File: src/rtl/flappy_pkg.sv
// Shared definitions for the flappy game blocks: bird FSM state encoding
// and the default playfield height used by the pipe, display and motion logic.
package flappy_pkg;

  localparam int ROWS_DEFAULT = 16;
  localparam int RISE_CNT_W   = 3;

  typedef enum logic [1:0] {
    ST_IDLE = 2'd0,
    ST_FALL = 2'd1,
    ST_RISE = 2'd2,
    ST_DEAD = 2'd3
  } bird_state_e;

endpackage

File: src/rtl/tick_gen.sv
// Motion-step divider: counts 0..TICK_DIV-1 while run is high and emits a
// one-cycle tick on the terminal count; held at zero whenever run is low.
module tick_gen #(
  parameter int TICK_DIV = 12_500_000
) (
  input  logic clk,
  input  logic reset,
  input  logic run,
  output logic tick
);

  localparam int CNT_W = (TICK_DIV > 1) ? $clog2(TICK_DIV) : 1;
  localparam logic [CNT_W-1:0] CNT_LAST = CNT_W'(TICK_DIV - 1);
  localparam logic [CNT_W-1:0] CNT_ONE  = CNT_W'(1);

  logic [CNT_W-1:0] r_cnt;

  // NOTE: sequential state is always written with non-blocking assignments so
  // every flop samples pre-edge values regardless of block evaluation order.
  always_ff @(posedge clk or negedge reset) begin
    if (!reset) begin
      r_cnt <= '0;
    end else if (!run || r_cnt == CNT_LAST) begin
      r_cnt <= '0;
    end else begin
      r_cnt <= r_cnt + CNT_ONE;
    end
  end

  assign tick = run && (r_cnt == CNT_LAST);

endmodule

File: src/rtl/bird_motion.sv
// Bird vertical-motion controller: gravity steps down on each tick, flaps buy
// RISE_STEPS upward steps, collisions or hitting the floor end the game.
module bird_motion
  import flappy_pkg::*;
#(
  parameter int ROWS       = ROWS_DEFAULT,
  parameter int TICK_DIV   = 12_500_000,
  parameter int RISE_STEPS = 2
) (
  input  logic                    clk,
  input  logic                    reset,
  input  logic                    start,
  input  logic                    flap,
  input  logic                    hit,
  output logic [$clog2(ROWS)-1:0] bird_row,
  output logic                    alive,
  output logic                    dead
);

  localparam int ROW_W = $clog2(ROWS);
  localparam logic [ROW_W-1:0]      ROW_MID   = ROW_W'(ROWS / 2);
  localparam logic [ROW_W-1:0]      ROW_MAX   = ROW_W'(ROWS - 1);
  localparam logic [ROW_W-1:0]      ROW_ONE   = ROW_W'(1);
  localparam logic [RISE_CNT_W-1:0] RISE_LOAD = RISE_CNT_W'(RISE_STEPS);
  localparam logic [RISE_CNT_W-1:0] RISE_ONE  = RISE_CNT_W'(1);

  bird_state_e            r_state;
  logic [ROW_W-1:0]       r_row;
  logic [RISE_CNT_W-1:0]  r_rise_cnt;

  logic                   w_run;
  logic                   w_tick;
  logic [ROW_W-1:0]       w_row_up;

  assign w_run    = (r_state == ST_FALL) || (r_state == ST_RISE);
  // The ceiling is a clamp, not a hazard: rising at row 0 stays at row 0.
  assign w_row_up = (r_row == '0) ? r_row : r_row - ROW_ONE;

  tick_gen #(
    .TICK_DIV (TICK_DIV)
  ) u_tick_gen (
    .clk   (clk),
    .reset (reset),
    .run   (w_run),
    .tick  (w_tick)
  );

  always_ff @(posedge clk or negedge reset) begin
    if (!reset) begin
      r_state    <= ST_IDLE;
      r_row      <= ROW_MID;
      r_rise_cnt <= '0;
    end else begin
      case (r_state)
        ST_IDLE: begin
          if (start) r_state <= ST_FALL;
        end

        ST_FALL, ST_RISE: begin
          if (hit) begin
            r_state <= ST_DEAD;
          end else if (flap) begin
            // A flap landing on a tick reloads the count and spends one step at once.
            if (w_tick) begin
              r_row      <= w_row_up;
              r_rise_cnt <= RISE_LOAD - RISE_ONE;
              r_state    <= (RISE_LOAD == RISE_ONE) ? ST_FALL : ST_RISE;
            end else begin
              r_rise_cnt <= RISE_LOAD;
              r_state    <= ST_RISE;
            end
          end else if (w_tick) begin
            if (r_state == ST_FALL) begin
              if (r_row == ROW_MAX) r_state <= ST_DEAD;
              else                  r_row   <= r_row + ROW_ONE;
            end else begin
              r_row      <= w_row_up;
              r_rise_cnt <= r_rise_cnt - RISE_ONE;
              if (r_rise_cnt == RISE_ONE) r_state <= ST_FALL;
            end
          end
        end

        ST_DEAD: begin
          if (start) begin
            r_state    <= ST_IDLE;
            r_row      <= ROW_MID;
            r_rise_cnt <= '0;
          end
        end

        default: r_state <= ST_IDLE;
      endcase
    end
  end

  assign bird_row = r_row;
  assign alive    = w_run;
  assign dead     = (r_state == ST_DEAD);

endmodule

File: config.mk
export PLATFORM = sky130hd
export DESIGN_NAME = bird_motion
export DESIGN_NICKNAME = d
export VERILOG_FILES = /design/src/rtl/flappy_pkg.sv /design/src/rtl/tick_gen.sv /design/src/rtl/bird_motion.sv
export SDC_FILE = /design/constraint.sdc
export NUM_CORES = 1
export LEC_CHECK = 0
export BUFFER_PORTS_ARGS = -buffer_cell sky130_fd_sc_hd__buf_2
export CORE_ASPECT_RATIO = 0.6
export CORE_MARGIN = 1
export CORE_UTILIZATION = 30
export DETAILED_ROUTE_END_ITERATION = 8
export PLACE_DENSITY = 0.45
export SYNTH_ARGS = -nofsm -noshare
export SYNTH_HDL_FRONTEND = slang
export SYNTH_SLANG_ARGS = --single-unit
File: constraint.sdc
create_clock -name clk -period 4 [get_ports clk]
set_input_delay 0 -clock clk [delete_from_list [all_inputs] [get_ports clk]]
set_output_delay 0 -clock clk [all_outputs]
set_load 0.02 [all_outputs]
# Yosys cells after proc, flatten, opt, wreduce, memory -nomap -nowiden
# Index checks and enable logic that the tools add are counted.
[totals]
register_bits = 33
inputBits = 5
output_inout_bits = 6
word_cells = 61
[classes]
add_sub_neg = 4
n_eq_ne = 16
muxes = 26
reduce_logical = 11
[ops]
columns = ["cell", "count"]
rows = [
  ["4-bit two-way mux", 8],
  ["24-bit by 1-bit adder with 24-bit output, second input constant", 1],
  ["24-bit == test, second input constant", 1],
  ["24-bit two-way mux", 1],
  ["2-bit two-way mux", 9],
  ["3-bit two-way mux", 5],
  ["5-bit AND reduction", 3],
  ["5-bit inequality test, second input constant", 2],
  ["4-bit case mux with 2 select lines", 1],
  ["2-bit inequality test, second input constant", 3],
  ["2-bit case mux with 3 select lines", 1],
  ["3-bit case mux with 2 select lines", 1],
  ["4-bit by 1-bit adder with 4-bit output, second input constant", 1],
  ["2-bit == test, second input constant", 2],
  ["4-bit == test, second input constant", 1],
  ["4-bit logical NOT", 1],
  ["4-bit by 3-bit inequality test with 1-bit output, second input constant", 1],
  ["4-bit inequality test, second input constant", 1],
  ["4-bit by 1-bit subtractor with 4-bit output, second input constant", 1],
  ["3-bit by 1-bit == test with 1-bit output, second input constant", 1],
  ["3-bit by 2-bit inequality test with 1-bit output, second input constant", 1],
  ["3-bit inequality test, second input constant", 1],
  ["3-bit by 1-bit subtractor with 3-bit output, second input constant", 1],
  ["2-bit by 1-bit == test with 1-bit output, second input constant", 1],
  ["7 further kinds", 8],
]

# Logic depth before layout (Yosys ltp)
# Gate-level depths: netlist (run 1).
[depth]
depth_word = 7
mapped_depth = 8

# Cells and area by module
# A second synthesis (run 1) with hierarchy kept.
[unflattened]
hier_cells = 219
area_unflattened_um2 = 2057.0
[modules_own_cells]
columns = ["module", "n_inst", "cells_each", "area_per_inst_um2"]
rows = [
  ["tick_gen", 1, 130, 1257.5],
  ["bird_motion", 1, 89, 799.5],
]

# Worst setup path before layout (run 1)
# OpenSTA, ideal clock, no wires.
[synth_path]
kind = "register to register"
startpoint = "register u_tick_gen.r_cnt[0]"
endpoint = "register r_rise_cnt[0]"
setup_ns = 0.125
arrival_time_ns = 2.234
path_slack_ns = 1.641
path_stages_with_launch = 7
path_buffers = 0
path_cell_list = "dfrtp_1 > ha_1 > nand4_2 > or4_4 > o311a_1 > or3_4 > mux2_2"
[synth_via]
elab_chain_cells = 6
[synth_lines]
columns = ["element", "line", "rtl"]
rows = [
  ["from (decl)", "tick_gen.sv:16", "logic [CNT_W-1:0] r_cnt;"],
  ["from (signal assigned)", "tick_gen.sv:26", "r_cnt <= r_cnt + CNT_ONE;"],
  ["24-bit == test (*)", "tick_gen.sv:30", "assign tick = run && (r_cnt == CNT_LAST);"],
  ["1-bit logical AND (*)", "tick_gen.sv:30", ""],
  ["2-bit two-way mux", "bird_motion.sv:64", "if (w_tick) begin"],
  ["3-bit two-way mux", "bird_motion.sv:62", "end else if (flap) begin"],
  ["3-bit two-way mux", "bird_motion.sv:60", "if (hit) begin"],
  ["3-bit case mux with 2 select lines", "bird_motion.sv:54", "case (r_state)"],
  ["to (signal assigned)", "bird_motion.sv:66", "r_rise_cnt <= RISE_LOAD - RISE_ONE;"],
  ["to (signal assigned)", "bird_motion.sv:78", "r_rise_cnt <= r_rise_cnt - RISE_ONE;"],
  ["to (decl)", "bird_motion.sv:29", "logic [RISE_CNT_W-1:0] r_rise_cnt;"],
]
# Mark *: on every way between the ends. The rest lies on a longest branch, timed or not. The select of a mux whose other input is x is not followed.
# A chain may end at the register's enable or synchronous reset.

# Worst setup path in the final report (run 1)
[layout_path]
startpoint = "register u_tick_gen.r_cnt[0]"
endpoint = "register r_row[1], in the netlist bird_row[1]"
[layout_via]
elab_chain_cells = 4
[layout_lines]
columns = ["element", "line", "rtl"]
rows = [
  ["24-bit == test", "tick_gen.sv:30", ""],
  ["1-bit logical AND", "tick_gen.sv:30", ""],
  ["2-bit by 1-bit inequality test with 1-bit output (no line)", "-", ""],
  ["5-bit AND reduction (no line)", "-", ""],
  ["to (signal assigned)", "bird_motion.sv:65", "r_row <= w_row_up;"],
  ["to (signal assigned)", "bird_motion.sv:75", "else r_row <= r_row + ROW_ONE;"],
  ["to (signal assigned)", "bird_motion.sv:77", "r_row <= w_row_up;"],
  ["to (decl)", "bird_motion.sv:28", "logic [ROW_W-1:0] r_row;"],
]
# Every way passes these cells.

==> results of run 1 <==
## flip-flops by register name (all words and copies together), names as in the netlist
register / flops
r_state: 2
bird_row: 4
r_rise_cnt: 3
u_tick_gen.r_cnt: 24
## repair_timing
action,in CTS,in global routing
setup buffers,0,0
endpoints found under the hold margin,32,0
hold buffers,1,0
## cells in the final DEF (no fill, tap or decap), drive strengths merged, types with 6 or more instances in the layout
master | netlist | routed
a21oi | 6 | 6
buf | 0 | 12
clkbuf | 8 | 8
dfrtp | 32 | 32
ha | 8 | 8
inv | 13 | 13
nand2 | 15 | 15
nand3 | 10 | 10
nor2 | 31 | 31
nor3 | 10 | 10
o21ai | 6 | 6
xnor2 | 18 | 18
## per-layer routing
layer	track usage [%]	up-vias	part of all wire (%)	wire length, um
met5	0	-	0	0
met4	4.11	0	0.81	36
met3	3.57	4	3.8	166
met2	16.6	29	34	1510
met1	23.7	751	61	2710
li1	-	811	-	-
## final timing paths
| path | from | endpoint | slack (ns) |
|---|---|---|---|
| worst min register to register | u_tick_gen.r_cnt[0]$_DFF_PN0_ | u_tick_gen.r_cnt[0]$_DFF_PN0_ | 0.49 |
| worst max-delay path | u_tick_gen.r_cnt[0]$_DFF_PN0_ | bird_row[1]$_DFFE_PN0P_ | 1.48 |
| worst max register to register | u_tick_gen.r_cnt[0]$_DFF_PN0_ | bird_row[1]$_DFFE_PN0P_ | 1.48 |
| worst min-delay path | flap | r_rise_cnt[2]$_DFFE_PN0P_ | 0.14 |
| min in group asynchronous | reset | u_tick_gen.r_cnt[21]$_DFF_PN0_ | 0.32 |
| max in group asynchronous | reset | bird_row[2]$_DFFE_PN0P_ | 3.20 |
## cell type report
type	count	area (um2)	share of cell area (%)
Multi-Input combinational cell	168	1090	48.8
Tap cell	84	105	4.70
Inverter	13	48.8	2.18
Sequential cell	33	827	36.9
Timing Repair Buffer	13	75.1	3.35
Clock buffer	8	90.1	4.02
## worst reg2reg max path, stage by stage, from the launching register on
cell and delay [ns]:
dfrtp_1 0.39, ha_1 0.24, nand4_2 0.16, or4_4 0.58, o21ai_1 0.67, nand2b_1 0.12
a22o_1 0.26
## metrics by stage
step / total power [mW] / cell area, um2
6_report: 1.28 / 2240
5_1_grt: 1.38 / 2240
4_1_cts: 1.29 / 2240
3_5_place_dp: 1.03 / 2140
3_3_place_gp: 1.04 / 2140
2_1_floorplan: 0.872 / 2000
## cell families (layout without fill, tap and decap cells)
logic type	after synthesis	in the layout	share of synthesized area (%)
buffers and inverters	21	34	3.95
adder cells (fa/ha/maj)	8	8	5.01
AO/OA/AOI/OAI	32	32	10.9
XOR/XNOR	21	21	9.20
flip-flops	33	33	41.4
multiplexers	5	5	2.76
AND/OR/NAND/NOR	102	102	26.8
## power breakdown
part           leakage, nW  switching [mW]  internal (mW)  total, mW
sequential           0.443          0.0555          0.387      0.442
combinational        0.419           0.349          0.235      0.584
clock               0.0455           0.116          0.140      0.256
total                0.907           0.521          0.761       1.28
==> metrics.yaml, run 1 <==
finalHoldViolations: 0
tritoncts: "yes"
reg2reg_depth: 6
critical_path_arrival_ns: 2.69
cellPowerDensity_mw_per_mm2: 573
syn_area_mm2: 0.00200
cts_resized: 0
crit_path_end_kind: "flop"
nFillCells: 653
synth.most_common_cell: "dfrtp_1"
fin_skew_ns: 0.00566
yosys_warnings: 0
dp_slack_ns: 1.47
cp_cell_sequence: "ha_1, nand4_2, or4_4, o21ai_1, nand2b_1, a22o_1"
areaGrowthSynthToFinish_pct: 12.0
cts.sinks: 33
hold_ws_ns: 0.138
worst_hold_path.num_cells: 3
slew_headroom_pct: 45.4
synthTopCellsByArea: "dfrtp_1 (40%), xnor2_1 (7.9%), nor2_1 (5.8%)"
maxCapViolCount: 0
drc: 0
start_util_pct: 31.8
cts_buffers: 5
antenna_cells: 0
cp_max_fo: 10
avgViaCountPerCell: 5.00
gr-total-overflow: 0
nets: 247
ys_async_sr_fraction_pct: 100
worstSetupStartpointType: "flop"
clkSlewWorstSetupHoldPaths_ns: 0.06
synth_cell_types: 44
critical-path-max-stage-delay_ns: 0.67
ys_seq_area_share_pct: 41.4
worst_slack_ns: 1.48
postSynthAreaPerCell_um2: 9.00
synth_edf_count: 0
setup-violations-final: 0
dp.cells: 310
clockBufferDepth: 2
clk_latency_ns: 0.28
worst_pin_slew_ns: 0.813
hold_path.class: "input port to flop"
rsz0062_at_grt: "false"
synthCells: 222
final_core_util_pct: 35.7
ant_nets: 0
grt_pass1_vias: 1410
die_w_um: 107
root_buffer: "clkbuf_8"
antenna_found_initial: 0
status: "finished, final reports clean"
ir_worst_vdd_uv: 236
cts_max_level: 2
synthTopCellsByCount: "dfrtp_1 (32), nor2_1 (31), xnor2_1 (18), nand2_1 (15), inv_1 (13)"
gp_congestion: 0.741
synth.ff_latch_count: 33
period_share_pct: 63.1
netlist.area_leader.share_pct: 40.1
port_buffers: 10
crit_path_top_delay_cell: "o21ai_1"
synth_top_cell_by_area: "dfrtp_1"
fin_cells: 319
core_mm2: 0.00628
dieArea_mm2: 0.00700
row_count: 22
p_leak_nw: 0.907
synth_ff_type: "dfrtp_1"
slew_viol_final: 0
grt_max_degree: 34
critPathRequiredTime_ns: 4.16
drive_above_1_share_pct: 13.6
dp_hpwl_um: 3310
worstSetupPathType: "flop to flop"
dieHeight_um: 65.2
grtUsageTotal_pct: 14.2
drtPass1Iterations: 4
cp_num_cells: 6
wl_per_cell_um: 13.9
routed_wl_um: 4420
fin_crit_ns: 2.52
grt_pass1_wl_um: 7530
worstPathBufferInverterCount: 0
route.vias.total: 1595
first_iter_violations: 109
critPathTopFamily: "compound AO/OA/AOI/OAI gates"
ioPinCount: 11
fin_setup_tns_ns: 0
fmax_ghz: 0.396
synth_nets: 235
Note: power is estimated with default switching activity, not from simulation.
==> inputs of run 2 (changes only) <==
- ABC_AREA: not set -> 1
- PLACE_DENSITY: 0.45 -> 0.46
- clock period: 4 -> 2.02 ns (I/O delays scaled with it)
==> run 2 against run 1 <==
Clock power grew to 3.0 times the previous value; fmax grew 37%; wire length grew 20%; critical path depth grew 3; critical path type unchanged; utilization grew 0.64 points; first-iteration DRC count grew 58%; final cell count grew 28%; setup slack lost 1.3 ns; sequential power grew 100%; synthesized cell count grew 37%; clock skew grew 0.0029 ns.
==> metrics.yaml, run 2 <==
port_buffers: 10  # unchanged
clkSlewWorstSetupHoldPaths_ns: 0.05  # was 0.06 ns
antenna_cells: 0  # unchanged
swShare_pct: 42.5  # was 40.6%
row_count: 23  # was 22
dieArea_mm2: 0.00759  # was 0.00700 mm2
drc: 0  # unchanged
final_cell_mix: "nand2_1 (72), nor2_1 (44), inv_1 (43)"  # was dfrtp_1 (32), nor2_1 (31), xnor2_1 (18)
route.vias.total: 1920  # was 1595
grt_max_degree: 34  # unchanged
gp_congestion: 0.813  # was 0.741
start_util_pct: 31.8  # about the same
antenna_found_initial: 0  # unchanged
hold_ws_ns: 0.0682  # was 0.138 ns
grt_pass1_wl_um: 8560  # was 7530 um
synth_fa_ha_area_share_pct: 4.61  # was 5.01%
synth_cell_types: 29  # was 44
synth.ff_latch_count: 33  # unchanged
nets: 334  # was 247
intPower_mw: 1.68  # was 761 uW
cts_buffers: 5  # unchanged
synth_ff_type: "dfrtp_1"  # unchanged
grt_pass1_vias: 1632  # was 1410
synthCells: 305  # was 222
clockPowerShare_pct: 25.9  # was 20.0%
synth.mux.area_fraction_pct: 0  # was 2.76%
cp_max_fo: 9  # was 10
ant_nets: 0  # unchanged
synthTopCellsByCount: "nand2_1 (72), nor2_1 (45), inv_1 (43), dfrtp_1 (32), nand3_1 (26)"  # was dfrtp_1 (32), nor2_1 (31), xnor2_1 (18), nand2_1 (15), inv_1 (13)
root_buffer: "clkbuf_16"  # was clkbuf_8
synth-xor-area-share_pct: 2.82  # was 9.20%
hold_path.class: "input port to flop"  # unchanged
synth_nets: 318  # was 235
ys_async_sr_fraction_pct: 100  # unchanged
fmax_ghz: 0.541  # was 0.396 GHz
synth.most_common_cell: "nand2_1"  # was dfrtp_1
maxCapViolCount: 0  # unchanged
worst_pin_slew_ns: 0.757  # was 0.813 ns
clk_latency_ns: 0.28  # about the same
fin_skew_ns: 0.00860  # was 0.00566 ns
synth_top_family_by_area: "simple AND/OR/NAND/NOR gates"  # unchanged
routed_wl_um: 5290  # was 4420 um
areaGrowthSynthToFinish_pct: 14.1  # was 12.0%
netlist.area_leader.share_pct: 36.9  # was 40.1%
fin_setup_tns_ns: 0  # unchanged
critPathRequiredTime_ns: 2.23  # was 4.16 ns
worstSetupStartpointType: "flop"  # unchanged
crit_path_end_kind: "flop"  # unchanged
p_leak_nw: 1.23  # was 0.907 nW
yosys_warnings: 0  # unchanged
ir_worst_vdd_uv: 357  # was 236 uV
clockBufferDepth: 2  # unchanged
cts_max_level: 2  # unchanged
setup-violations-final: 0  # unchanged
ys_seq_area_share_pct: 38.1  # was 41.4%
first_iter_violations: 172  # was 109
gr-total-overflow: 0  # unchanged
ioPinCount: 11  # unchanged
critical_path_arrival_ns: 2.06  # was 2.69 ns
slew_headroom_pct: 49.6  # was 45.4%
finalPower_mw: 2.92  # was 1.28 mW
p_comb_share_pct: 43.4  # was 45.5%
mostFrequentLayoutCell: "nand2_1"  # was dfrtp_1
die_w_um: 112  # was 107 um
finalHoldViolations: 0  # unchanged
fin_crit_ns: 1.85  # was 2.52 ns
drtPass1Iterations: 5  # was 4
synth-simple-area-share_pct: 35.2  # was 26.8%
rsz0062_at_grt: "false"  # unchanged
syn_area_mm2: 0.00217  # was 0.00200 mm2
dieHeight_um: 67.9  # was 65.2 um
tritoncts: "yes"  # unchanged
regMostFlops: "u_tick_gen.r_cnt"  # unchanged
postSynthAreaPerCell_um2: 7.12  # was 9.00 um2
synthTopCellsByArea: "dfrtp_1 (37%), nand2_1 (12%), nor2_1 (7.8%)"  # was dfrtp_1 (40%), xnor2_1 (7.9%), nor2_1 (5.8%)
cts.sinks: 33  # unchanged
cellPowerDensity_mw_per_mm2: 1180  # was 573 mW/mm2
status: "finished, final reports clean"  # unchanged
synth_edf_count: 0  # unchanged
wl_per_cell_um: 12.9  # was 13.9 um
avgViaCountPerCell: 4.69  # was 5.00
core_mm2: 0.00682  # was 0.00628 mm2
largest_reg_flops: 24  # unchanged
p_switching_mw: 1.24  # was 521 uW
slew_viol_final: 0  # unchanged
synth_top_cell_by_area: "dfrtp_1"  # unchanged
pwr-share-seq_pct: 30.7  # was 34.5%
worstSetupPathType: "flop to flop"  # unchanged
grtUsageTotal_pct: 15.4  # was 14.2%
synth-compound-area-share_pct: 10.9  # about the same
drive_above_1_share_pct: 9.63  # was 13.6%
dp_hpwl_um: 4130  # was 3310 um
period_share_pct: 91.5  # was 63.1%
run 2: cell count changes after synthesis, sizes merged, moves of 5 or more:
cell and change:
a21oi +9, or3 -5, clkbuf -8, o21ai +14
nor4 -5, nand2 +61, xnor2 -18, inv +30
nor2 +19, nand3 +17
run 2: layout make-up:
type | instances | area, um2
multi-input cells | 226 | 1160
well taps | 87 | 109
repair buffers | 12 | 67.6
flip-flops and latches | 33 | 827
inverters | 43 | 161
clock buffers | 8 | 146
fillers | 715 | 4340
run 2: worst max-delay path, cell delays in order, from the launching register on:
cell and delay (ns):
dfrtp_1 0.39, inv_1 0.06, ha_1 0.43, inv_1 0.17, o22ai_1 0.13, nor3_1 0.21
nand2_1 0.17, nor2_1 0.11, nand2_1 0.05, nand2_1 0.05
run 2: power by group through the flow:
stage	combinational, mW	clock [mW]	sequential [mW]
final	1.27	0.757	0.897
after CTS	1.25	0.788	0.897
after detailed placement	1.25	0	0.905
after floorplan	0.903	0	0.913
after global routing	1.44	0.819	0.915
after global placement	1.27	0	0.910
run 2: worst paths after layout:
check                                           from                             end  slack (ns)  depth (start not counted)
setup / recovery              r_state[0]$_DFFE_PN0P_       r_rise_cnt[1]$_DFFE_PN0P_        0.17                          9
max in group asynchronous                      reset  u_tick_gen.r_cnt[13]$_DFF_PN0_        1.21                          2
min in group asynchronous                      reset   u_tick_gen.r_cnt[1]$_DFF_PN0_        0.33                          2
hold reg to reg            r_rise_cnt[1]$_DFFE_PN0P_       r_rise_cnt[1]$_DFFE_PN0P_        0.49                          2
hold / removal                                  flap       r_rise_cnt[0]$_DFFE_PN0P_        0.07                          4
setup reg to reg              r_state[0]$_DFFE_PN0P_       r_rise_cnt[1]$_DFFE_PN0P_        0.17                          9
run 2: per-layer routing:
| metal | global-route usage [%] | routed length [um] | part of all wire, % |
|---|---|---|---|
| met2 | 17.0 | 1700 | 32 |
| met1 | 25.8 | 3260 | 62 |
| met3 | 4.25 | 300 | 5.7 |
| met5 | 0 | 0 | 0 |
| met4 | 5.07 | 34 | 0.64 |
run 2: stage by stage:
stage | worst slack (ns) | cells | utilization, % | instance area, um2
finish | 0.172 | 409 | 36.3 | 2480
global route | 0.0106 | 409 | 36.3 | 2480
CTS | 0.145 | 409 | 36.3 | 2470
detailed placement | 0.176 | 400 | 34.0 | 2320
global placement | 0.151 | 400 | 34.0 | 2320
floorplan | 0.337 | 305 | - | 2170
run 2: kinds of logic (layout without fill, tap and decap cells):
| family | Yosys count | count (layout) |
|---|---|---|
| simple gates | 168 | 168 |
| compound gates | 43 | 43 |
| flops | 33 | 33 |
| fa+ha+maj | 8 | 8 |
| buf+inv | 46 | 63 |
| xor+xnor | 7 | 7 |
run 2: timing repair:
| item | CTS | global route |
|---|---|---|
| buffers inserted | 0 | 0 |
| endpoints found under the setup margin | 0 | 3 |
| endpoints found under the hold margin | 32 | 0 |
| resized for setup | 0 | 1 |
| hold buffers | 1 | 0 |
